**src/rtl/rv_mcycle_seq.sv**
```systemverilog
// Multi-cycle in-order fetch/execute/memory/writeback sequencer with per-state
// bus timeout. Request valids and retire pulses are decoded from the state register.
module rv_mcycle_seq #(
  parameter int                WIDTH    = 32,
  parameter logic [WIDTH-1:0]  RESET_PC = 32'h8000_0000,
  parameter int                MAX_WAIT = 16
) (
  input  logic             clk,
  input  logic             rst,
  output logic             imem_req_valid,
  input  logic             imem_req_ready,
  output logic [WIDTH-1:0] imem_addr,
  input  logic             imem_rsp_valid,
  input  logic [WIDTH-1:0] imem_rsp_data,
  input  logic             dec_is_load,
  input  logic             dec_is_store,
  input  logic             dec_rf_wen,
  input  logic [WIDTH-1:0] ex_next_pc,
  output logic             dmem_req_valid,
  output logic             dmem_req_we,
  input  logic             dmem_req_ready,
  input  logic             dmem_rsp_valid,
  output logic [WIDTH-1:0] pc,
  output logic [WIDTH-1:0] inst,
  output logic             rf_wen,
  output logic             retire,
  output logic [WIDTH-1:0] instret,
  output logic             bus_err,
  output logic [2:0]       state
);

  localparam logic [2:0] IF_REQ   = 3'd0;
  localparam logic [2:0] IF_WAIT  = 3'd1;
  localparam logic [2:0] EX       = 3'd2;
  localparam logic [2:0] MEM_REQ  = 3'd3;
  localparam logic [2:0] MEM_WAIT = 3'd4;
  localparam logic [2:0] WB       = 3'd5;
  localparam logic [2:0] ERR      = 3'd6;

  localparam int             CW   = $clog2(MAX_WAIT + 1);
  localparam logic [CW-1:0]  WLIM = CW'(MAX_WAIT - 1);

  typedef struct packed {
    logic [WIDTH-1:0] next_pc;
    logic             is_store;
    logic             rf_wen;
  } ex_lat_t;

  logic [2:0]    state_q, state_d;
  logic [CW-1:0] wcnt;
  ex_lat_t       ex_q;
  logic          waiting, timeout;

  assign waiting = (state_q == IF_REQ) || (state_q == IF_WAIT) ||
                   (state_q == MEM_REQ) || (state_q == MEM_WAIT);
  assign timeout = (wcnt == WLIM);

  // A handshake in the last allowed cycle takes priority over the timeout.
  always_comb begin
    state_d = state_q;
    case (state_q)
      IF_REQ:   if (imem_req_ready)      state_d = IF_WAIT;
                else if (timeout)        state_d = ERR;
      IF_WAIT:  if (imem_rsp_valid)      state_d = EX;
                else if (timeout)        state_d = ERR;
      EX:       state_d = (dec_is_load | dec_is_store) ? MEM_REQ : WB;
      MEM_REQ:  if (dmem_req_ready)      state_d = MEM_WAIT;
                else if (timeout)        state_d = ERR;
      MEM_WAIT: if (dmem_rsp_valid)      state_d = WB;
                else if (timeout)        state_d = ERR;
      WB:       state_d = IF_REQ;
      default:  state_d = ERR;
    endcase
  end

  always_ff @(posedge clk or negedge rst) begin
    if (!rst) begin
      state_q <= IF_REQ;
      wcnt    <= '0;
      pc      <= RESET_PC;
      inst    <= '0;
      instret <= '0;
      ex_q    <= '0;
    end else begin
      state_q <= state_d;
      if ((state_d != state_q) || !waiting) wcnt <= '0;
      else                                  wcnt <= wcnt + CW'(1);
      if ((state_q == IF_WAIT) && imem_rsp_valid) inst <= imem_rsp_data;
      if (state_q == EX) ex_q <= '{next_pc: ex_next_pc, is_store: dec_is_store, rf_wen: dec_rf_wen};
      if (state_q == WB) begin
        pc      <= ex_q.next_pc;
        instret <= instret + WIDTH'(1);
      end
    end
  end

  // Gating with rst keeps pulses/valids low for the whole reset window.
  assign imem_req_valid = rst && (state_q == IF_REQ);
  assign imem_addr      = pc;
  assign dmem_req_valid = rst && (state_q == MEM_REQ);
  assign dmem_req_we    = rst && (state_q == MEM_REQ) && ex_q.is_store;
  assign retire         = rst && (state_q == WB);
  assign rf_wen         = rst && (state_q == WB) && ex_q.rf_wen && !ex_q.is_store;
  assign bus_err        = (state_q == ERR);
  assign state          = state_q;

endmodule

```
**config.mk**
```make
export PLATFORM = sky130hd
export DESIGN_NAME = rv_mcycle_seq
export DESIGN_NICKNAME = d
export VERILOG_FILES = /design/src/rtl/rv_mcycle_seq.sv
export SDC_FILE = /design/constraint.sdc
export NUM_CORES = 1
export LEC_CHECK = 0
export BUFFER_PORTS_ARGS = -buffer_cell sky130_fd_sc_hd__buf_2
export CORE_MARGIN = 3
export CORE_UTILIZATION = 33
export CTS_BUF_LIST = sky130_fd_sc_hd__clkbuf_8
export CTS_CLUSTER_SIZE = 10
export DETAILED_ROUTE_END_ITERATION = 16
export PLACE_DENSITY = 0.6
export SYNTH_ARGS = -nofsm -noshare
export SYNTH_HDL_FRONTEND = slang
export SYNTH_SLANG_ARGS = --single-unit
```
**constraint.sdc**
```tcl
create_clock -name clk -period 3.4 [get_ports clk]
set_clock_uncertainty 0.05 [all_clocks]
set_input_delay 0.17 -clock clk [delete_from_list [all_inputs] [get_ports clk]]
set_output_delay 0.17 -clock clk [all_outputs]
set_load 0.05 [all_outputs]
```
==> summary.txt <==
Ys async rst share = 1.000
Slowest-stage cell, CP = dfrtp_1
Cell types occupying the most area after synthesis = dfrtp_1 58%, mux2_2 12%, nand2_1 7.7%
Post-synth top area share = 0.5835
CP max stage delay = 0.77 ns
Rows = 48
Simple-gate share of the synthesized area = 0.1563
Final Setup Violations = 0
Reg-to-reg critical path startpoint = state[2]$_DFF_PN0_
Synth Area in Compound Gates = 0.01171
Worst-path clk slew = 0.08 ns
Max Cap Viol = 0
Core Area = 17,360 um^2
Maximum clock frequency = 0.3577 GHz
Worst Setup Path Type = reg -> out
Fin. Hold Viols = 0
Status = finished clean
Peak supply drop = 0.7324 mV
Nets = 822
Synth Area in XOR/XNOR = 0.04919
Syn Area/Cell = 11.85 um^2
Worst-path maximum fanout = 24
Initial antenna violation count = 0
Detailed-route via count = 4,443
Post-synth top flop = dfrtp_1
Startpoint types = flop
Mapped cell area = 5876 um^2
Post-synth EDFFs = 0
Setup TNS = 0 ns
Mux cell area share after synthesis = 0.1265
Final core utilization = 0.4626
Ratio of cells with drive above 1 in the final layout = 0.4282
Largest family of logic cells by synthesized area = simple AND/OR/NAND/NOR gates
Hold path start = dmem_req_ready
HP Class = in -> reg
Crit end category = primary output
DRT Wirelength = 14,240 um
First-pass GRT wire length = 23,460 um
Register bit total from synthesis = 138
RSZ-0062 raised after global routing = false
Area leader, netlist = dfrtp_1
Die height = 139.4 um
PD cells = 1017 nW/um^2
HPWL Detailed = 9899 um
Sink Count = 138
Initial DRC count = 124
ANT cells = 0
Grt ovf = 0
Min Tclk post-route = 2.796 ns
Mapped Cells = 496
Full die area = 19,440 um^2
Warnings, synthesis = 0
P&R area growth vs syn = 36.65%
Post-DR wirelength/cell = 14.47 um
WP data required = 3.18 ns
CTS root buffer = clkbuf_8
Synth unique cells = 42
Largest net degree at the start of global routing = 66
Top cells by count, synth = 137 x dfrtp_1, 121 x nand2_1, 65 x mux2_2
Slew Limit Fails = 0
CP Launch Point = state[2]$_DFF_PN0_
Post-synthesis net count = 572
Adder-cell share of the synthesized area = 0.006388
Die W = 139.4 um
Worst slew margin = 0.4514
Final routed DRC violation total = 0
CTS tree = yes
IO Pins = 210
Worst-skew pair later-pin latency = 0.43 ns
Final ANT Viol Nets = 0
CP arrival = 2.58 ns
CTS Buf Count = 17
Vias in the first global route = 4,571
Drt first pass iters = 4
Seq/Total Area, Yosys = 0.5879
Clock Path Buffers = 2
DR vias/cell = 4.515
CP cell instances = nand3b_4, buf_4, nor4b_1, buf_2
Number of buffers added on ports = 209
Leakage power = 4.095 nW
Initial Util = 0.3385
Slew @ Worst Pin = 0.8229 ns
Final period util = 0.8222
Most frequent cell after synthesis = dfrtp_1
Htree depth = 4
Overall routing resource usage = 0.1506
Placer Congestion = 0.7941
## sequential cells by signal (all words and copies together) (netlist names)
register,cells
ex_q,34
imem_addr,32
inst,32
instret,32
wcnt,5
state,3
## cell families after synthesis
family                   count (synthesis)
buffers and inverters                   56
multiplexers                            66
AND/OR/NAND/NOR                        190
flip-flops                             138
adder cells (fa/ha/maj)                  3
AO/OA/AOI/OAI                           10
XOR/XNOR                                33
## metrics by stage
stage / setup WS, ns / total power, W / hold WS (ns) / cell area [um^2] / instances
2_1_floorplan: 0.3324 / 0.005965 / -0.1756 / 5876 / 496
3_3_place_gp: 0.9149 / 0.006609 / 0.008643 / 6917 / 885
3_5_place_dp: 0.7760 / 0.006705 / 0.01624 / 6917 / 885
4_1_cts: 0.4832 / 0.008266 / 0.001625 / 8029 / 984
5_1_grt: 0.3526 / 0.008593 / 0.03589 / 8029 / 984
6_report: 0.6045 / 0.008167 / 0.03471 / 8029 / 984
## cell type report
| cell class | count | area, um^2 |
|---|---|---|
| Fill cell | 1595 | 9328 |
| Inverter | 5 | 18.77 |
| Tap cell | 225 | 281.5 |
| Multi-Input combinational cell | 302 | 2064 |
| Sequential cell | 138 | 3455 |
| Timing Repair Buffer | 282 | 1768 |
| Clock buffer | 18 | 247.7 |
| Clock inverter | 14 | 193.9 |
## worst paths after layout
check / end / slack (ns) / depth (start not counted)
setup / recovery: rf_wen / 0.60 / 4
hold / removal: state[1]$_DFF_PN0_ / 0.03 / 4
setup reg to reg: instret[31]$_DFFE_PN0N_ / 0.84 / 5
hold reg to reg: imem_addr[9]$_DFFE_PN0N_ / 0.41 / 2
max in group asynchronous: imem_addr[24]$_DFFE_PN0N_ / 1.46 / 4
min in group asynchronous: inst[16]$_DFFE_PN0P_ / 0.12 / 2
## placed cells by master (no fill, tap or decap), drive strengths merged, types with 3 or more instances in the layout
cell type | netlist | routed
nand2 | 121 | 121
inv | 5 | 8
buf | 42 | 215
nand4 | 8 | 8
nand3 | 13 | 13
ha | 3 | 3
xor2 | 5 | 5
nor2b | 6 | 6
nor2 | 16 | 16
nor3 | 4 | 4
bufinv | 0 | 4
mux2 | 66 | 66
clkbuf | 9 | 18
xnor2 | 28 | 28
dlygate4sd3 | 0 | 67
dfrtp | 137 | 137
o21ai | 3 | 3
and3 | 6 | 6
clkinv | 0 | 5
## power by group
part	total, W	internal [W]	switching [W]
registers	0.00272	0.00227	0.000450
clock network	0.00148	0.000824	0.000653
logic	0.00397	0.00109	0.00288
total	0.00817	0.00419	0.00398
## repair_timing
| action | in CTS | in global routing |
|---|---|---|
| hold endpoints to repair | 97 | 0 |
| hold buffers | 67 | 0 |
| resized for setup | 0 | 0 |
| buffers inserted | 0 | 0 |
## worst max-delay path: cells and delay by family, from the launching register on
kind                   cells  cell delay, ns
flip-flops                 1            0.77
AND/OR/NAND/NOR            2            0.72
buffers and inverters      2            0.65
## metal layers
metal | vias up | part of all wire | routed length, um | GRT usage
met3 | 25 | 0.049 | 701 | 0.03643
met4 | 0 | 0.024 | 339 | 0.06591
met2 | 120 | 0.52 | 7375 | 0.2557
li1 | 2112 | - | - | -
met1 | 2186 | 0.41 | 5823 | 0.1824
met5 | - | 0 | 0 | 0
(Power assumes the default switching activity.)
